### src/rtl/control_pkg.sv
// Shared definitions for the hardwired control unit: opcodes, FSM states, op classes,
// ALU op selects and the packed control-strobe word.
package control_pkg;

    localparam logic [4:0] OpLd   = 5'b00000;
    localparam logic [4:0] OpLdi  = 5'b00001;
    localparam logic [4:0] OpSt   = 5'b00010;
    localparam logic [4:0] OpAdd  = 5'b00011;
    localparam logic [4:0] OpSub  = 5'b00100;
    localparam logic [4:0] OpShr  = 5'b00101;
    localparam logic [4:0] OpShl  = 5'b00110;
    localparam logic [4:0] OpRor  = 5'b00111;
    localparam logic [4:0] OpRol  = 5'b01000;
    localparam logic [4:0] OpAnd  = 5'b01001;
    localparam logic [4:0] OpOr   = 5'b01010;
    localparam logic [4:0] OpAddi = 5'b01011;
    localparam logic [4:0] OpAndi = 5'b01100;
    localparam logic [4:0] OpOri  = 5'b01101;
    localparam logic [4:0] OpMul  = 5'b01110;
    localparam logic [4:0] OpDiv  = 5'b01111;
    localparam logic [4:0] OpNeg  = 5'b10000;
    localparam logic [4:0] OpNot  = 5'b10001;
    localparam logic [4:0] OpBr   = 5'b10010;
    localparam logic [4:0] OpJr   = 5'b10011;
    localparam logic [4:0] OpIn   = 5'b10101;
    localparam logic [4:0] OpOut  = 5'b10110;
    localparam logic [4:0] OpNop  = 5'b11001;
    localparam logic [4:0] OpHalt = 5'b11010;

    // ld/ldi/st share their first two execute steps (StMemT3/StMemT4)
    typedef enum logic [4:0] {
        StRst, StT0, StT1, StT2,
        StAluT3, StAluT4, StAluT5,
        StImmT3, StImmT4, StImmT5,
        StNegT3, StNegT4,
        StMdT3, StMdT4, StMdT5,
        StMemT3, StMemT4, StLdT5, StLdT6, StLdT7, StLdiT5, StStT5, StStT6,
        StBrT3, StBrT4, StBrT5,
        StJrT3, StInT3, StOutT3,
        StHalt
    } state_e;

    typedef enum logic [3:0] {
        ClsNop, ClsAlu, ClsImm, ClsNeg, ClsMd, ClsLd, ClsLdi, ClsSt,
        ClsBr, ClsJr, ClsIn, ClsOut, ClsHalt
    } op_class_e;

    // Order matches the MSB-first layout of ctrl_t.alu (ADD ... IncPC)
    typedef enum logic [3:0] {
        AluNone, AluAdd, AluSub, AluMul, AluDiv, AluShr, AluShl, AluRor, AluRol,
        AluAnd, AluOr, AluNeg, AluNot, AluInc
    } alu_op_e;

    typedef struct packed {
        logic pc_in, ir_in, ry_in, rz_in, mar_in, hilo_in, mdr_in, output_in;
        logic read, write;
        logic input_out, mdr_out, hilo_out, rz_out, pc_out, c_out;
        logic ba_out, gra, grb, grc, r_out, r_in;
        logic [12:0] alu;
    } ctrl_t;

    function automatic logic [12:0] alu_onehot(alu_op_e op);
        if (op == AluNone) return 13'd0;
        return 13'h1000 >> (4'(op) - 4'd1);
    endfunction

endpackage

### src/rtl/control_sequencer_if.sv
// Control bundle between the sequencer (master) and the datapath (slave).
interface control_sequencer_if #(
    parameter int unsigned BITS = 32
);
    logic [BITS-1:0] IRVal;
    logic CON, Stop, Run;
    logic [4:0] state_out;
    logic PCin, IRin, RYin, RZin, MARin, HILOin, MDRin, OUTPUTin;
    logic Read, Write;
    logic INPUTout, MDRout, HILOout, RZout, PCout, Cout;
    logic BAout, Gra, Grb, Grc, Rout, Rin;
    logic ADD, SUB, MUL, DIV, SHR, SHL, ROR, ROL, AND, OR, NEGATE, NOT, IncPC;

    modport master (
        input  IRVal, CON, Stop,
        output Run, state_out,
        output PCin, IRin, RYin, RZin, MARin, HILOin, MDRin, OUTPUTin, Read, Write,
        output INPUTout, MDRout, HILOout, RZout, PCout, Cout,
        output BAout, Gra, Grb, Grc, Rout, Rin,
        output ADD, SUB, MUL, DIV, SHR, SHL, ROR, ROL, AND, OR, NEGATE, NOT, IncPC
    );

    modport slave (
        output IRVal, CON, Stop,
        input  Run, state_out,
        input  PCin, IRin, RYin, RZin, MARin, HILOin, MDRin, OUTPUTin, Read, Write,
        input  INPUTout, MDRout, HILOout, RZout, PCout, Cout,
        input  BAout, Gra, Grb, Grc, Rout, Rin,
        input  ADD, SUB, MUL, DIV, SHR, SHL, ROR, ROL, AND, OR, NEGATE, NOT, IncPC
    );
endinterface

### src/rtl/control_sequencer_op_decoder.sv
// Combinational opcode decode into an execute class and the ALU op it uses.
module op_decoder
    import control_pkg::*;
(
    input  logic [4:0] opcode_i,
    output op_class_e  op_class_o,
    output alu_op_e    alu_op_o
);
    always_comb begin
        op_class_o = ClsNop;
        alu_op_o   = AluNone;
        case (opcode_i)
            OpLd:   begin op_class_o = ClsLd;  alu_op_o = AluAdd; end
            OpLdi:  begin op_class_o = ClsLdi; alu_op_o = AluAdd; end
            OpSt:   begin op_class_o = ClsSt;  alu_op_o = AluAdd; end
            OpAdd:  begin op_class_o = ClsAlu; alu_op_o = AluAdd; end
            OpSub:  begin op_class_o = ClsAlu; alu_op_o = AluSub; end
            OpShr:  begin op_class_o = ClsAlu; alu_op_o = AluShr; end
            OpShl:  begin op_class_o = ClsAlu; alu_op_o = AluShl; end
            OpRor:  begin op_class_o = ClsAlu; alu_op_o = AluRor; end
            OpRol:  begin op_class_o = ClsAlu; alu_op_o = AluRol; end
            OpAnd:  begin op_class_o = ClsAlu; alu_op_o = AluAnd; end
            OpOr:   begin op_class_o = ClsAlu; alu_op_o = AluOr;  end
            OpAddi: begin op_class_o = ClsImm; alu_op_o = AluAdd; end
            OpAndi: begin op_class_o = ClsImm; alu_op_o = AluAnd; end
            OpOri:  begin op_class_o = ClsImm; alu_op_o = AluOr;  end
            OpMul:  begin op_class_o = ClsMd;  alu_op_o = AluMul; end
            OpDiv:  begin op_class_o = ClsMd;  alu_op_o = AluDiv; end
            OpNeg:  begin op_class_o = ClsNeg; alu_op_o = AluNeg; end
            OpNot:  begin op_class_o = ClsNeg; alu_op_o = AluNot; end
            OpBr:   begin op_class_o = ClsBr;  alu_op_o = AluAdd; end
            OpJr:   op_class_o = ClsJr;
            OpIn:   op_class_o = ClsIn;
            OpOut:  op_class_o = ClsOut;
            OpHalt: op_class_o = ClsHalt;
            default: op_class_o = ClsNop;
        endcase
    end
endmodule

### src/rtl/control_sequencer.sv
// Hardwired Moore sequencer: fetch T0-T2, per-class execute steps, HALT.
// Strobes are registered alongside the state they belong to.
module control_sequencer
    import control_pkg::*;
#(
    parameter int unsigned BITS = 32,
    parameter int unsigned OPW  = 5
) (
    input logic                clk,
    input logic                reset,
    control_sequencer_if.master bus
);
    state_e    state_q, state_d;
    op_class_e cls_q, cls_d, dec_class;
    alu_op_e   op_q, op_d, dec_op;
    ctrl_t     ctrl_q, ctrl_d;
    logic      run_q, run_d, done;
    logic [OPW-1:0] opcode;

    assign opcode = bus.IRVal[BITS-1 -: OPW];

    op_decoder u_op_decoder (
        .opcode_i   (opcode),
        .op_class_o (dec_class),
        .alu_op_o   (dec_op)
    );

    function automatic ctrl_t ctrl_for(state_e s, alu_op_e op, logic con);
        ctrl_t c = '0;
        case (s)
            StT0:    begin c.pc_out = 1'b1; c.mar_in = 1'b1; c.alu = alu_onehot(AluInc);
                           c.rz_in = 1'b1; end
            StT1:    begin c.rz_out = 1'b1; c.pc_in = 1'b1; c.read = 1'b1; c.mdr_in = 1'b1; end
            StT2:    begin c.mdr_out = 1'b1; c.ir_in = 1'b1; end
            StAluT3, StImmT3: begin c.grb = 1'b1; c.r_out = 1'b1; c.ry_in = 1'b1; end
            StAluT4: begin c.grc = 1'b1; c.r_out = 1'b1; c.alu = alu_onehot(op);
                           c.rz_in = 1'b1; end
            StImmT4, StMemT4, StBrT4: begin c.c_out = 1'b1; c.alu = alu_onehot(op);
                           c.rz_in = 1'b1; end
            StAluT5, StImmT5, StNegT4, StLdiT5: begin c.rz_out = 1'b1; c.gra = 1'b1;
                           c.r_in = 1'b1; end
            StNegT3, StMdT4: begin c.grb = 1'b1; c.r_out = 1'b1; c.alu = alu_onehot(op);
                           c.rz_in = 1'b1; end
            StMdT3:  begin c.gra = 1'b1; c.r_out = 1'b1; c.ry_in = 1'b1; end
            StMdT5:  begin c.rz_out = 1'b1; c.hilo_in = 1'b1; end
            StMemT3: begin c.grb = 1'b1; c.ba_out = 1'b1; c.ry_in = 1'b1; end
            StLdT5, StStT5: begin c.rz_out = 1'b1; c.mar_in = 1'b1; end
            StLdT6:  begin c.read = 1'b1; c.mdr_in = 1'b1; end
            StLdT7:  begin c.mdr_out = 1'b1; c.gra = 1'b1; c.r_in = 1'b1; end
            StStT6:  begin c.gra = 1'b1; c.r_out = 1'b1; c.write = 1'b1; end
            StBrT3:  begin c.pc_out = 1'b1; c.ry_in = 1'b1; end
            StBrT5:  begin c.rz_out = con; c.pc_in = con; end
            StJrT3:  begin c.gra = 1'b1; c.r_out = 1'b1; c.pc_in = 1'b1; end
            StInT3:  begin c.input_out = 1'b1; c.gra = 1'b1; c.r_in = 1'b1; end
            StOutT3: begin c.gra = 1'b1; c.r_out = 1'b1; c.output_in = 1'b1; end
            default: ;
        endcase
        return c;
    endfunction

    always_comb begin
        state_d = state_q;
        cls_d   = cls_q;
        op_d    = op_q;
        done    = 1'b0;
        case (state_q)
            StRst:   state_d = StT0;
            StT0:    state_d = StT1;
            StT1:    state_d = StT2;
            StT2: begin
                cls_d = dec_class;
                op_d  = dec_op;
                case (dec_class)
                    ClsAlu:                state_d = StAluT3;
                    ClsImm:                state_d = StImmT3;
                    ClsNeg:                state_d = StNegT3;
                    ClsMd:                 state_d = StMdT3;
                    ClsLd, ClsLdi, ClsSt:  state_d = StMemT3;
                    ClsBr:                 state_d = StBrT3;
                    ClsJr:                 state_d = StJrT3;
                    ClsIn:                 state_d = StInT3;
                    ClsOut:                state_d = StOutT3;
                    ClsHalt:               state_d = StHalt;
                    default:               done    = 1'b1;
                endcase
            end
            StAluT3: state_d = StAluT4;
            StAluT4: state_d = StAluT5;
            StImmT3: state_d = StImmT4;
            StImmT4: state_d = StImmT5;
            StNegT3: state_d = StNegT4;
            StMdT3:  state_d = StMdT4;
            StMdT4:  state_d = StMdT5;
            StMemT3: state_d = StMemT4;
            StMemT4: state_d = (cls_q == ClsLd) ? StLdT5 : (cls_q == ClsSt) ? StStT5 : StLdiT5;
            StLdT5:  state_d = StLdT6;
            StLdT6:  state_d = StLdT7;
            StStT5:  state_d = StStT6;
            StBrT3:  state_d = StBrT4;
            StBrT4:  state_d = StBrT5;
            StAluT5, StImmT5, StNegT4, StMdT5, StLdT7, StLdiT5, StStT6, StBrT5,
            StJrT3, StInT3, StOutT3: done = 1'b1;
            StHalt:  state_d = StHalt;
            default: state_d = StRst;
        endcase
        // Stop is only honoured on an instruction boundary
        if (done) state_d = bus.Stop ? StHalt : StT0;
        ctrl_d = ctrl_for(state_d, op_d, bus.CON);
        run_d  = (state_d != StHalt);
    end

    always_ff @(posedge clk) begin
        if (!reset) begin
            state_q <= StRst;
            cls_q   <= ClsNop;
            op_q    <= AluNone;
            ctrl_q  <= '0;
            run_q   <= 1'b1;
        end else begin
            state_q <= state_d;
            cls_q   <= cls_d;
            op_q    <= op_d;
            ctrl_q  <= ctrl_d;
            run_q   <= run_d;
        end
    end

    assign bus.Run       = run_q;
    assign bus.state_out = state_q;
    assign {bus.PCin, bus.IRin, bus.RYin, bus.RZin, bus.MARin, bus.HILOin, bus.MDRin,
            bus.OUTPUTin, bus.Read, bus.Write, bus.INPUTout, bus.MDRout, bus.HILOout,
            bus.RZout, bus.PCout, bus.Cout, bus.BAout, bus.Gra, bus.Grb, bus.Grc, bus.Rout,
            bus.Rin, bus.ADD, bus.SUB, bus.MUL, bus.DIV, bus.SHR, bus.SHL, bus.ROR, bus.ROL,
            bus.AND, bus.OR, bus.NEGATE, bus.NOT, bus.IncPC} = ctrl_q;
endmodule

### src/flat_wrapper.sv
// flat-port wrapper written by rule: the top's interface ports become plain ports
module control_sequencer_flat import control_pkg::*;
#(
    parameter int unsigned BITS = 32,
    parameter int unsigned OPW  = 5
)
  (clk, reset, bus_IRVal, bus_CON, bus_Stop, bus_Run, bus_state_out, bus_PCin, bus_IRin, bus_RYin, bus_RZin, bus_MARin, bus_HILOin, bus_MDRin, bus_OUTPUTin, bus_Read, bus_Write, bus_INPUTout, bus_MDRout, bus_HILOout, bus_RZout, bus_PCout, bus_Cout, bus_BAout, bus_Gra, bus_Grb, bus_Grc, bus_Rout, bus_Rin, bus_ADD, bus_SUB, bus_MUL, bus_DIV, bus_SHR, bus_SHL, bus_ROR, bus_ROL, bus_AND, bus_OR, bus_NEGATE, bus_NOT, bus_IncPC);
  control_sequencer_if #(.BITS(BITS)) bus_i ();
  input logic clk;
  input logic reset;
  input wire logic [$bits(bus_i.IRVal)-1:0] bus_IRVal;
  input wire logic [$bits(bus_i.CON)-1:0] bus_CON;
  input wire logic [$bits(bus_i.Stop)-1:0] bus_Stop;
  output wire logic [$bits(bus_i.Run)-1:0] bus_Run;
  output wire logic [$bits(bus_i.state_out)-1:0] bus_state_out;
  output wire logic [$bits(bus_i.PCin)-1:0] bus_PCin;
  output wire logic [$bits(bus_i.IRin)-1:0] bus_IRin;
  output wire logic [$bits(bus_i.RYin)-1:0] bus_RYin;
  output wire logic [$bits(bus_i.RZin)-1:0] bus_RZin;
  output wire logic [$bits(bus_i.MARin)-1:0] bus_MARin;
  output wire logic [$bits(bus_i.HILOin)-1:0] bus_HILOin;
  output wire logic [$bits(bus_i.MDRin)-1:0] bus_MDRin;
  output wire logic [$bits(bus_i.OUTPUTin)-1:0] bus_OUTPUTin;
  output wire logic [$bits(bus_i.Read)-1:0] bus_Read;
  output wire logic [$bits(bus_i.Write)-1:0] bus_Write;
  output wire logic [$bits(bus_i.INPUTout)-1:0] bus_INPUTout;
  output wire logic [$bits(bus_i.MDRout)-1:0] bus_MDRout;
  output wire logic [$bits(bus_i.HILOout)-1:0] bus_HILOout;
  output wire logic [$bits(bus_i.RZout)-1:0] bus_RZout;
  output wire logic [$bits(bus_i.PCout)-1:0] bus_PCout;
  output wire logic [$bits(bus_i.Cout)-1:0] bus_Cout;
  output wire logic [$bits(bus_i.BAout)-1:0] bus_BAout;
  output wire logic [$bits(bus_i.Gra)-1:0] bus_Gra;
  output wire logic [$bits(bus_i.Grb)-1:0] bus_Grb;
  output wire logic [$bits(bus_i.Grc)-1:0] bus_Grc;
  output wire logic [$bits(bus_i.Rout)-1:0] bus_Rout;
  output wire logic [$bits(bus_i.Rin)-1:0] bus_Rin;
  output wire logic [$bits(bus_i.ADD)-1:0] bus_ADD;
  output wire logic [$bits(bus_i.SUB)-1:0] bus_SUB;
  output wire logic [$bits(bus_i.MUL)-1:0] bus_MUL;
  output wire logic [$bits(bus_i.DIV)-1:0] bus_DIV;
  output wire logic [$bits(bus_i.SHR)-1:0] bus_SHR;
  output wire logic [$bits(bus_i.SHL)-1:0] bus_SHL;
  output wire logic [$bits(bus_i.ROR)-1:0] bus_ROR;
  output wire logic [$bits(bus_i.ROL)-1:0] bus_ROL;
  output wire logic [$bits(bus_i.AND)-1:0] bus_AND;
  output wire logic [$bits(bus_i.OR)-1:0] bus_OR;
  output wire logic [$bits(bus_i.NEGATE)-1:0] bus_NEGATE;
  output wire logic [$bits(bus_i.NOT)-1:0] bus_NOT;
  output wire logic [$bits(bus_i.IncPC)-1:0] bus_IncPC;
  assign bus_i.IRVal = bus_IRVal;
  assign bus_i.CON = bus_CON;
  assign bus_i.Stop = bus_Stop;
  assign bus_Run = bus_i.Run;
  assign bus_state_out = bus_i.state_out;
  assign bus_PCin = bus_i.PCin;
  assign bus_IRin = bus_i.IRin;
  assign bus_RYin = bus_i.RYin;
  assign bus_RZin = bus_i.RZin;
  assign bus_MARin = bus_i.MARin;
  assign bus_HILOin = bus_i.HILOin;
  assign bus_MDRin = bus_i.MDRin;
  assign bus_OUTPUTin = bus_i.OUTPUTin;
  assign bus_Read = bus_i.Read;
  assign bus_Write = bus_i.Write;
  assign bus_INPUTout = bus_i.INPUTout;
  assign bus_MDRout = bus_i.MDRout;
  assign bus_HILOout = bus_i.HILOout;
  assign bus_RZout = bus_i.RZout;
  assign bus_PCout = bus_i.PCout;
  assign bus_Cout = bus_i.Cout;
  assign bus_BAout = bus_i.BAout;
  assign bus_Gra = bus_i.Gra;
  assign bus_Grb = bus_i.Grb;
  assign bus_Grc = bus_i.Grc;
  assign bus_Rout = bus_i.Rout;
  assign bus_Rin = bus_i.Rin;
  assign bus_ADD = bus_i.ADD;
  assign bus_SUB = bus_i.SUB;
  assign bus_MUL = bus_i.MUL;
  assign bus_DIV = bus_i.DIV;
  assign bus_SHR = bus_i.SHR;
  assign bus_SHL = bus_i.SHL;
  assign bus_ROR = bus_i.ROR;
  assign bus_ROL = bus_i.ROL;
  assign bus_AND = bus_i.AND;
  assign bus_OR = bus_i.OR;
  assign bus_NEGATE = bus_i.NEGATE;
  assign bus_NOT = bus_i.NOT;
  assign bus_IncPC = bus_i.IncPC;
  control_sequencer #(.BITS(BITS), .OPW(OPW)) u_core (.clk(clk), .reset(reset), .bus(bus_i));
endmodule
### config.mk
export PLATFORM = sky130hd
export DESIGN_NAME = control_sequencer_flat
export DESIGN_NICKNAME = d
export VERILOG_FILES = /design/src/rtl/control_pkg.sv /design/src/rtl/control_sequencer_if.sv /design/src/rtl/control_sequencer_op_decoder.sv /design/src/rtl/control_sequencer.sv /design/src/flat_wrapper.sv
export SDC_FILE = /design/constraint.sdc
export NUM_CORES = 1
export LEC_CHECK = 0
export CORE_MARGIN = 3
export CORE_UTILIZATION = 40
export CTS_CLUSTER_SIZE = 24
export DETAILED_ROUTE_END_ITERATION = 10
export PLACE_DENSITY = 0.69
export SETUP_SLACK_MARGIN = 0.05
export SLEW_MARGIN = 20
export SYNTH_ARGS = -nofsm -noshare
export SYNTH_HDL_FRONTEND = slang
export SYNTH_HIERARCHICAL = 1
export SYNTH_SLANG_ARGS = --single-unit
### constraint.sdc
create_clock -name clk -period 6.14 [get_ports clk]
set_input_delay 0.614 -clock clk [delete_from_list [all_inputs] [get_ports clk]]
set_output_delay 0.614 -clock clk [all_outputs]
set_load 0.05 [all_outputs]
==> results of run 1 <==
[placed cells by master (no fill, tap or decap), types with 3 or more instances in the layout]
cell type,Yosys,routed
a21boi_0,5,5
mux2i_1,3,3
nand3_1,4,4
a21oi_1,9,9
and3_1,4,4
o21ai_1,3,3
xor2_1,3,3
or3_1,4,4
or3b_1,3,3
nor3_1,13,13
o31a_1,4,4
o21ai_0,17,17
nor3b_1,3,3
xnor2_1,4,4
o21a_1,5,5
and2_1,7,7
nand2b_1,11,11
clkbuf_8,0,5
a31o_2,3,3
nor2_1,22,22
nor2b_1,12,12
inv_1,10,10
nor4_1,8,8
dfxtp_1,47,47
a31oi_1,5,5
nand2_1,32,32
o211a_1,3,3
a211oi_1,4,4
clkdlybuf4s50_1,0,48
[kinds of logic after synthesis]
family | after synthesis | share of synthesized area (%)
compound gates | 90 | 26.0
xor+xnor | 7 | 2.20
fa+ha+maj | 3 | 1.30
buf+inv | 40 | 8.22
flops | 47 | 33.8
mux | 4 | 1.57
other cells | 1 | 0.135
simple gates | 137 | 26.8
[layer usage]
metal  wire, um  vias up  share of wire (%)  track usage, %
met3        378        9                5.7            4.42
met4         68        0                1.0            4.74
met5          0        -                  0               0
met2       2900       68                 44            24.8
li1           -     1224                  -               -
met1       3240     1137                 49            24.4
[area by class of cell]
type,instances,area (um2)
tap,77,96.3
inverter,12,45.0
multi-input combinational,242,1620
timing repair buffer,48,480
fill,621,3260
clock buffer,6,72.6
sequential,47,941
clock inverter,2,16.3
[power breakdown]
| part | internal (mW) | switching [mW] | total (mW) | leakage (nW) |
|---|---|---|---|---|
| Combinational | 0.252 | 0.499 | 0.750 | 0.705 |
| Clock | 0.0819 | 0.108 | 0.190 | 0.0418 |
| Sequential | 0.351 | 0.0647 | 0.416 | 0.381 |
| Total | 0.685 | 0.671 | 1.36 | 1.13 |
[how the worst max path moves through the flow]
stage | from | end | cells after the start
after detailed placement | bus_IRVal[29] | u_core/bus.ROR | 11
after CTS | bus_IRVal[29] | u_core/bus.ROR | 11
after global placement | bus_IRVal[29] | u_core/bus.Gra | 12
final | bus_IRVal[29] | u_core/bus.NOT | 11
after floorplan | bus_IRVal[31] | u_core/bus.NOT | 13
after global routing | bus_IRVal[29] | u_core/bus.SHL | 11
[stage by stage]
| step | power, mW | hold slack, ns |
|---|---|---|
| after floorplan | 1.02 | 0.438 |
| after global placement | 1.15 | 0.453 |
| after detailed placement | 1.16 | 0.461 |
| after CTS | 1.36 | 0.474 |
| after global routing | 1.44 | 0.496 |
| final | 1.36 | 0.467 |
[worst max-delay path, stage by stage]
cell	delay, ns
clkdlybuf4s50_1	0.65
nor2b_1	0.28
o31a_1	0.30
o32ai_2	0.64
nor4_1	0.15
o2111ai_1	0.22
nor3b_1	0.56
and2_1	0.53
a31o_2	0.32
nor2_4	0.08
a2111oi_4	0.31
==> flow_summary.toml, run 1 <==
[routing]
avgRoutedWirePerCell_um = 15.2
vias = 2438
drc = 0
dr.pass1.iters = 4
drt-vias-per-instance = 5.62
drt_iter0_drc = 143
drtAntennaViolNets = 0
totalWireLength_um = 6580

[global_routing]
first_global_vias = 2274
grt_pass1_wl_um = 10800
grt_max_degree = 30
antenna_found_initial = 0
grt.overflow.total = 0
track_usage_pct = 16.9

[timing]
fin_tns_setup_ns = 0
slew_headroom_pct = 36.9
fin_crit_sh_pct = 72.5
setup_viol = 0
fmax_mhz = 225
rsz0062_at_grt = "no"
finalCriticalPeriod_ns = 4.45
timing.final.ws_setup_ns = 1.69
worst_pin_slew_ns = 0.944
slew_viol_final = 0
fin_worst_skew_ns = 0.0114
hold_viol = 0

[clock_tree]
clkSinkCount = 47
numCtsBuffers = 5
root_buffer = "clkbuf_8"
hold_buffers = 0
h-tree-depth = 2
cts_resized = 0
cts_setup_buffers = 0
insertion_delay_ns = 0.30
clk_path_buf_depth = 2
clkTransAtPathRegs_ns = 0.09
cts_tree = "yes"

[placement]
place_ws_ns = 1.45
placed_cell_area_mm2 = 0.00318
gp_congestion = 0.879
placed_cells = 426
port_buffers = 48
dpl.hpwl_um = 4570

[cells_and_area]
stdcell_count = 434
stdcell_area_mm2 = 0.00327
n_antenna_cell = 0
syn2layout_area_growth_pct = 17.3
largest_register_ffs = 5
fin_nets = 394
drive_gt1_share_pct = 8.12
finish.utilization_pct = 50.0

[critical_path]
worst-setup-path-type = "input pin to register"
cp_data_required_time_ns = 6.34
reg2reg_depth = 8
r2r-start = "u_core/bus.state_out[4]"
cp.arrival_ns = 4.66
path_max_fanout = 15
rr_endpoint = "u_core/bus.NOT"
crit_path_start_kind = "input pin"
r2r_setup_slack_ns = 2.90
end_kind = "register"

[pwr]
p_per_area_mw_per_mm2 = 415
peakVddDrop_uv = 225
leakagePower_nw = 1.13

[synth]
avgSynthCellArea_um2 = 8.47
synth_nets = 367
synth_ff_type = "dfxtp_1"
synth_seq_cells = 47
netlist-cell-type-count = 74
synth-edff-count = 0
synthArstFlopShare_pct = 0
synth-seq-area-share_pct = 33.8
synthTopCellsByCount = "dfxtp_1, nand2_1, nor2_1"
yosys.cell_count.top_type = "dfxtp_1"
synth_top_cell_area_share_pct = 33.8
synth_area_leaders = "dfxtp_1, nand2_1, o21ai_0, nor2_1, nor2b_1"
syn_inst = 329
yosysWarnings = 6
synth_area_mm2 = 0.00279
yosys.area.top_type = "dfxtp_1"

[floorplan]
num_io_pins = 77
rows = 29
dieArea_mm2 = 0.00800
core_area_mm2 = 0.00653
die_h_um = 89.4
die_w_um = 89.4
start_util_pct = 42.6

[hold_path]
hold-path-cell-count = 2
whs_endpoint = "u_core/cls_q[3]"
hold_start = "u_core/cls_q[3]"
hold_class = "register to register"

[run]
drv_cap = 0

[outcome]
status = "completed"
(Power assumes the default switching activity.)
==> inputs of run 2 (changes only) <==
clock period = 4.1 ns   (was 6.14 ns; I/O delays follow)
==> run 2 against run 1 <==
Against the previous run: flip-flop and latch count unchanged; clock power up 84%; die area unchanged; core utilization up 2.2 points; combinational power up 61%; sequential power up 50%; global-route usage up 0.42 points; via count up 3.0%; hold slack better by 0.0054 ns; non-clock buffer count up 16; critical endpoint is now u_core/bus.SHL.
==> flow_summary.toml, run 2 (synthesized netlist as in run 1, its figures left out) <==
[cells_and_area]
drive_gt1_share_pct = 12.3
syn2layout_area_growth_pct = 22.6
fin_nets = 410
final_common_cell = "clkdlybuf4s50_1"
largest_register_ffs = 5
n_antenna_cell = 0
fill_cells = 608
final_cell_mix = "clkdlybuf4s50_1, dfxtp_1, nand2_1"

[clock_tree]
hold_buffers = 0
cts_setup_buffers = 0
clkSinkCount = 47
clk_path_buf_depth = 2
numCtsBuffers = 5
clkTransAtPathRegs_ns = 0.09
insertion_delay_ns = 0.30
root_buffer = "clkbuf_8"
h-tree-depth = 2
cts_resized = 0
cts_tree = "yes"

[floorplan]
dieArea_mm2 = 0.00800
start_util_pct = 42.6
rows = 29
core_area_mm2 = 0.00653
die_w_um = 89.4
die_h_um = 89.4
num_io_pins = 77

[timing]
setup_viol = 0
fin_tns_setup_ns = 0
slew_headroom_pct = 47.4
worst_hold_slack_ns = 0.473
worst_pin_slew_ns = 0.767
finalCriticalPeriod_ns = 3.58
fin_worst_skew_ns = 0.00768
slew_viol_final = 0
hold_viol = 0
rsz0062_at_grt = "no"
fmax_mhz = 279
fin_crit_sh_pct = 87.4

[routing]
drtAntennaViolNets = 0
drc = 0
dr.pass1.iters = 4
drt-vias-per-instance = 5.58
vias = 2512
avgRoutedWirePerCell_um = 14.9
totalWireLength_um = 6710
drt_iter0_drc = 184

[global_routing]
track_usage_pct = 17.3
grt_max_degree = 23
grt_pass1_wl_um = 11000
grt.overflow.total = 0
antenna_found_initial = 0
first_global_vias = 2287

[critical_path]
worst-setup-path-type = "input pin to register"
cp_data_required_time_ns = 4.30
r2r-start = "u_core/bus.state_out[1]"
cp.arrival_ns = 3.78
end_kind = "register"
crit_path_start_kind = "input pin"
r2r_setup_slack_ns = 0.97
path_max_fanout = 12
reg2reg_depth = 6
rr_endpoint = "u_core/bus.IncPC"

[outcome]
status = "completed"

[pwr]
p_per_area_mw_per_mm2 = 640
peakVddDrop_uv = 405
leakagePower_nw = 1.22

[hold_path]
hold_class = "register to register"
whs_endpoint = "u_core/cls_q[1]"
hold-path-cell-count = 2
hold_start = "u_core/cls_q[1]"

[placement]
gp_congestion = 0.904
port_buffers = 48
dpl.hpwl_um = 4790

[run]
drv_cap = 0
run 2: critical path, cell delays in order:
cell	delay (ns)
clkdlybuf4s50_1	0.58
nor2_1	0.26
nand2_1	0.07
o21ai_1	0.52
or3b_1	0.45
o221ai_2	0.13
a31oi_4	0.17
nor4_1	0.28
a21bo_2	0.27
a21oi_4	0.23
o21ai_4	0.13
nor4_1	0.29
run 2: worst max path at each step:
| stage | start | end | slack, ns | depth (start not counted) |
|---|---|---|---|---|
| finish | bus_IRVal[31] | u_core/bus.SHL | 0.52 | 12 |
| global route | bus_IRVal[31] | u_core/bus.SHL | 0.16 | 12 |
| CTS | bus_IRVal[31] | u_core/bus.IncPC | 0.52 | 14 |
| detailed placement | bus_IRVal[31] | u_core/bus.IncPC | 0.22 | 14 |
| global placement | bus_IRVal[31] | u_core/bus.IncPC | 0.18 | 14 |
| floorplan | bus_IRVal[31] | u_core/bus.NOT | 1.05 | 13 |
run 2: final cells by class:
| type | instances | area, um2 | share of cell area [%] |
|---|---|---|---|
| multi-input combinational | 242 | 1620 | 47.3 |
| sequential | 47 | 941 | 27.6 |
| timing repair buffer | 64 | 601 | 17.6 |
| tap | 77 | 96.3 | 2.82 |
| clock buffer | 5 | 68.8 | 2.02 |
| clock inverter | 3 | 46.3 | 1.36 |
| inverter | 12 | 45.0 | 1.32 |
run 2: routing by layer:
metal  track usage [%]  share of wire [%]  vias up
li1                  -                  -     1254
met1              24.3                 49     1178
met2              26.5                 44       74
met3              4.42                5.7        6
met4              4.74               0.98        0
met5                 0                  0        -
run 2: report_power, final:
group          internal (mW)  switching, mW  total [mW]
clock                  0.184          0.165       0.349
combinational          0.454          0.760        1.21
sequential             0.526         0.0956       0.622
run 2: through the flow:
step	instance area, um2	setup WS [ns]	cells	power, mW	util, %
6_report	3410	0.518	450	2.19	52.3
5_1_grt	3410	0.162	450	2.32	52.3
4_1_cts	3410	0.517	450	2.18	52.3
3_5_place_dp	3300	0.222	442	1.83	50.5
3_3_place_gp	3300	0.178	442	1.82	50.5
2_1_floorplan	2790	1.05	329	1.52	-
==> inputs of run 3 (changes only) <==
CORE_MARGIN = default   (was 3)
SETUP_SLACK_MARGIN = 0.5   (was 0.05)
==> run 3 against run 2 <==
Against the previous run: combinational power barely moved; flip-flop and latch count did not move; final area rose by 0.88%; register-to-register slack got worse by 0.02 ns; non-clock buffer count rose by 2; wire length fell by 2.3%; critical path depth rose by 3; worst setup slack improved by 0.16 ns; total power fell by 2.5%; core utilization fell by 1.3 points; sequential share of layout area fell by 0.24 points; via count fell by 0.76%; largest cell class unchanged.
==> flow_summary.toml, run 3 (synthesized netlist as in run 1, its figures left out) <==
[critical_path]
crit_path_start_kind = "input pin"
end_kind = "register"
worst-setup-path-type = "input pin to register"
cp_common_cell = "buf_4"
slowest_delay_ns = 0.51
r2r-start = "u_core/bus.state_out[0]"
cp_data_required_time_ns = 4.29
cp.arrival_ns = 3.61
critical_path.top_delay_family = "compound AO/OA/AOI/OAI gates"
worst-path-buf-inv = 5
crit_start = "bus_IRVal[27]"
cp_slowest_cell = "clkdlybuf4s50_1"
path_max_fanout = 13
cp_cell_sequence = "clkdlybuf4s50_1, buf_4, nand2b_1, nand2b_1, a21boi_1, buf_4, o211a_1, o2111ai_1, nor3b_1, buf_4, and2_2, buf_4, a32oi_1, o21ai_1, o31a_1"

[pwr]
power.internal_mw = 1.12
leakagePower_nw = 1.25
power.total_mw = 2.13
peakVddDrop_uv = 252
seqPwrFrac_pct = 29.2
p_per_area_mw_per_mm2 = 619
p_sw_share_pct = 47.3
switching_power_mw = 1.01
combPwrFrac_pct = 57.4
clkPwrFrac_pct = 13.4

[cells_and_area]
largest_register_ffs = 5
stdcell_area_mm2 = 0.00344
syn2layout_area_growth_pct = 23.6
final_cell_mix = "dfxtp_1, clkdlybuf4s50_1, nand2_1"
drive_gt1_share_pct = 14.1
fin_nets = 412
n_antenna_cell = 0
final_common_cell = "dfxtp_1"

[global_routing]
grt_pass1_wl_um = 11000
grt.overflow.total = 0
track_usage_pct = 18.7
grt_max_degree = 30
first_global_vias = 2297
antenna_found_initial = 0

[clock_tree]
cts_tree = "yes"
hold_buffers = 0
h-tree-depth = 2
clkTransAtPathRegs_ns = 0.08
numCtsBuffers = 5
root_buffer = "clkbuf_8"
insertion_delay_ns = 0.30
clk_path_buf_depth = 2
clkSinkCount = 47

[routing]
drt-vias-per-instance = 5.48
avgRoutedWirePerCell_um = 14.4
drc = 0
drtAntennaViolNets = 0
totalWireLength_um = 6560
drt_iter0_drc = 213
vias = 2493
dr.pass1.iters = 4

[floorplan]
start_util_pct = 41.2
die_w_um = 85.4
rows = 30
dieArea_mm2 = 0.00730
num_io_pins = 77
die_h_um = 85.4
core_area_mm2 = 0.00676

[placement]
placed_cell_area_mm2 = 0.00331
port_buffers = 48
gp_congestion = 0.855
dpl.hpwl_um = 4630

[timing]
fin_crit_sh_pct = 83.5
fmax_mhz = 292
finalCriticalPeriod_ns = 3.42
worst_pin_slew_ns = 0.779
fin_tns_setup_ns = 0
slew_headroom_pct = 46.6
rsz0062_at_grt = "yes"
slew_viol_final = 0
fin_worst_skew_ns = 0.00792
hold_viol = 0
setup_viol = 0

[run]
drv_cap = 0

[outcome]
status = "completed"

[hold_path]
hold_class = "register to register"
hold_start = "u_core/cls_q[2]"
[run 3: final cells by class]
cell class / instances / area (um2)
Clock buffer: 7 / 86.3
Clock inverter: 1 / 8.76
Fill cell: 655 / 3310
Inverter: 12 / 45.0
Multi-Input combinational cell: 242 / 1640
Sequential cell: 47 / 941
Tap cell: 80 / 100
Timing Repair Buffer: 66 / 623
[run 3: final timing paths]
check / to / slack [ns] / cells after the start
setup / recovery: u_core/bus.Rout / 0.68 / 15
hold / removal: u_core/cls_q[2] / 0.47 / 2
setup reg to reg: u_core/bus.Rout / 0.95 / 9
hold reg to reg: u_core/cls_q[2] / 0.47 / 2
[run 3: power groups by stage]
stage	Sequential, mW	Combinational, mW	Clock, mW
2_1_floorplan	0.778	0.746	0
3_5_place_dp	0.634	1.18	0
6_report	0.622	1.22	0.286
4_1_cts	0.623	1.18	0.298
3_3_place_gp	0.633	1.17	0
5_1_grt	0.638	1.32	0.316
[run 3: worst reg2reg max path, delay by kind of cell, from the launching register on]
kind | cells | cell delay (ns)
buf+inv | 1 | 0.16
flops | 1 | 0.72
simple gates | 3 | 1.13
compound gates | 5 | 1.03
[run 3: layer usage]
layer	global-route usage [%]	wire, um	vias to the layer above
li1	-	-	1263
met1	26.3	3150	1148
met2	29.5	2970	72
met3	3.40	367	10
met4	5.15	77	0
met5	0	0	-
[run 3: through the flow]
| step | hold slack (ns) | util [%] | instances | setup WS (ns) |
|---|---|---|---|---|
| floorplan | 0.438 | - | 329 | 1.05 |
| global placement | 0.449 | 49.0 | 446 | 0.239 |
| detailed placement | 0.460 | 49.0 | 446 | 0.202 |
| CTS | 0.471 | 50.4 | 454 | 0.502 |
| global route | 0.494 | 51.0 | 455 | 0.488 |
| finish | 0.470 | 51.0 | 455 | 0.676 |
[run 3: repair_timing]
action	4_1_cts	5_1_grt
endpoints found under the hold margin	0	0
gates resized for setup	0	11
setup endpoints to repair	0	15
buffers inserted	0	1
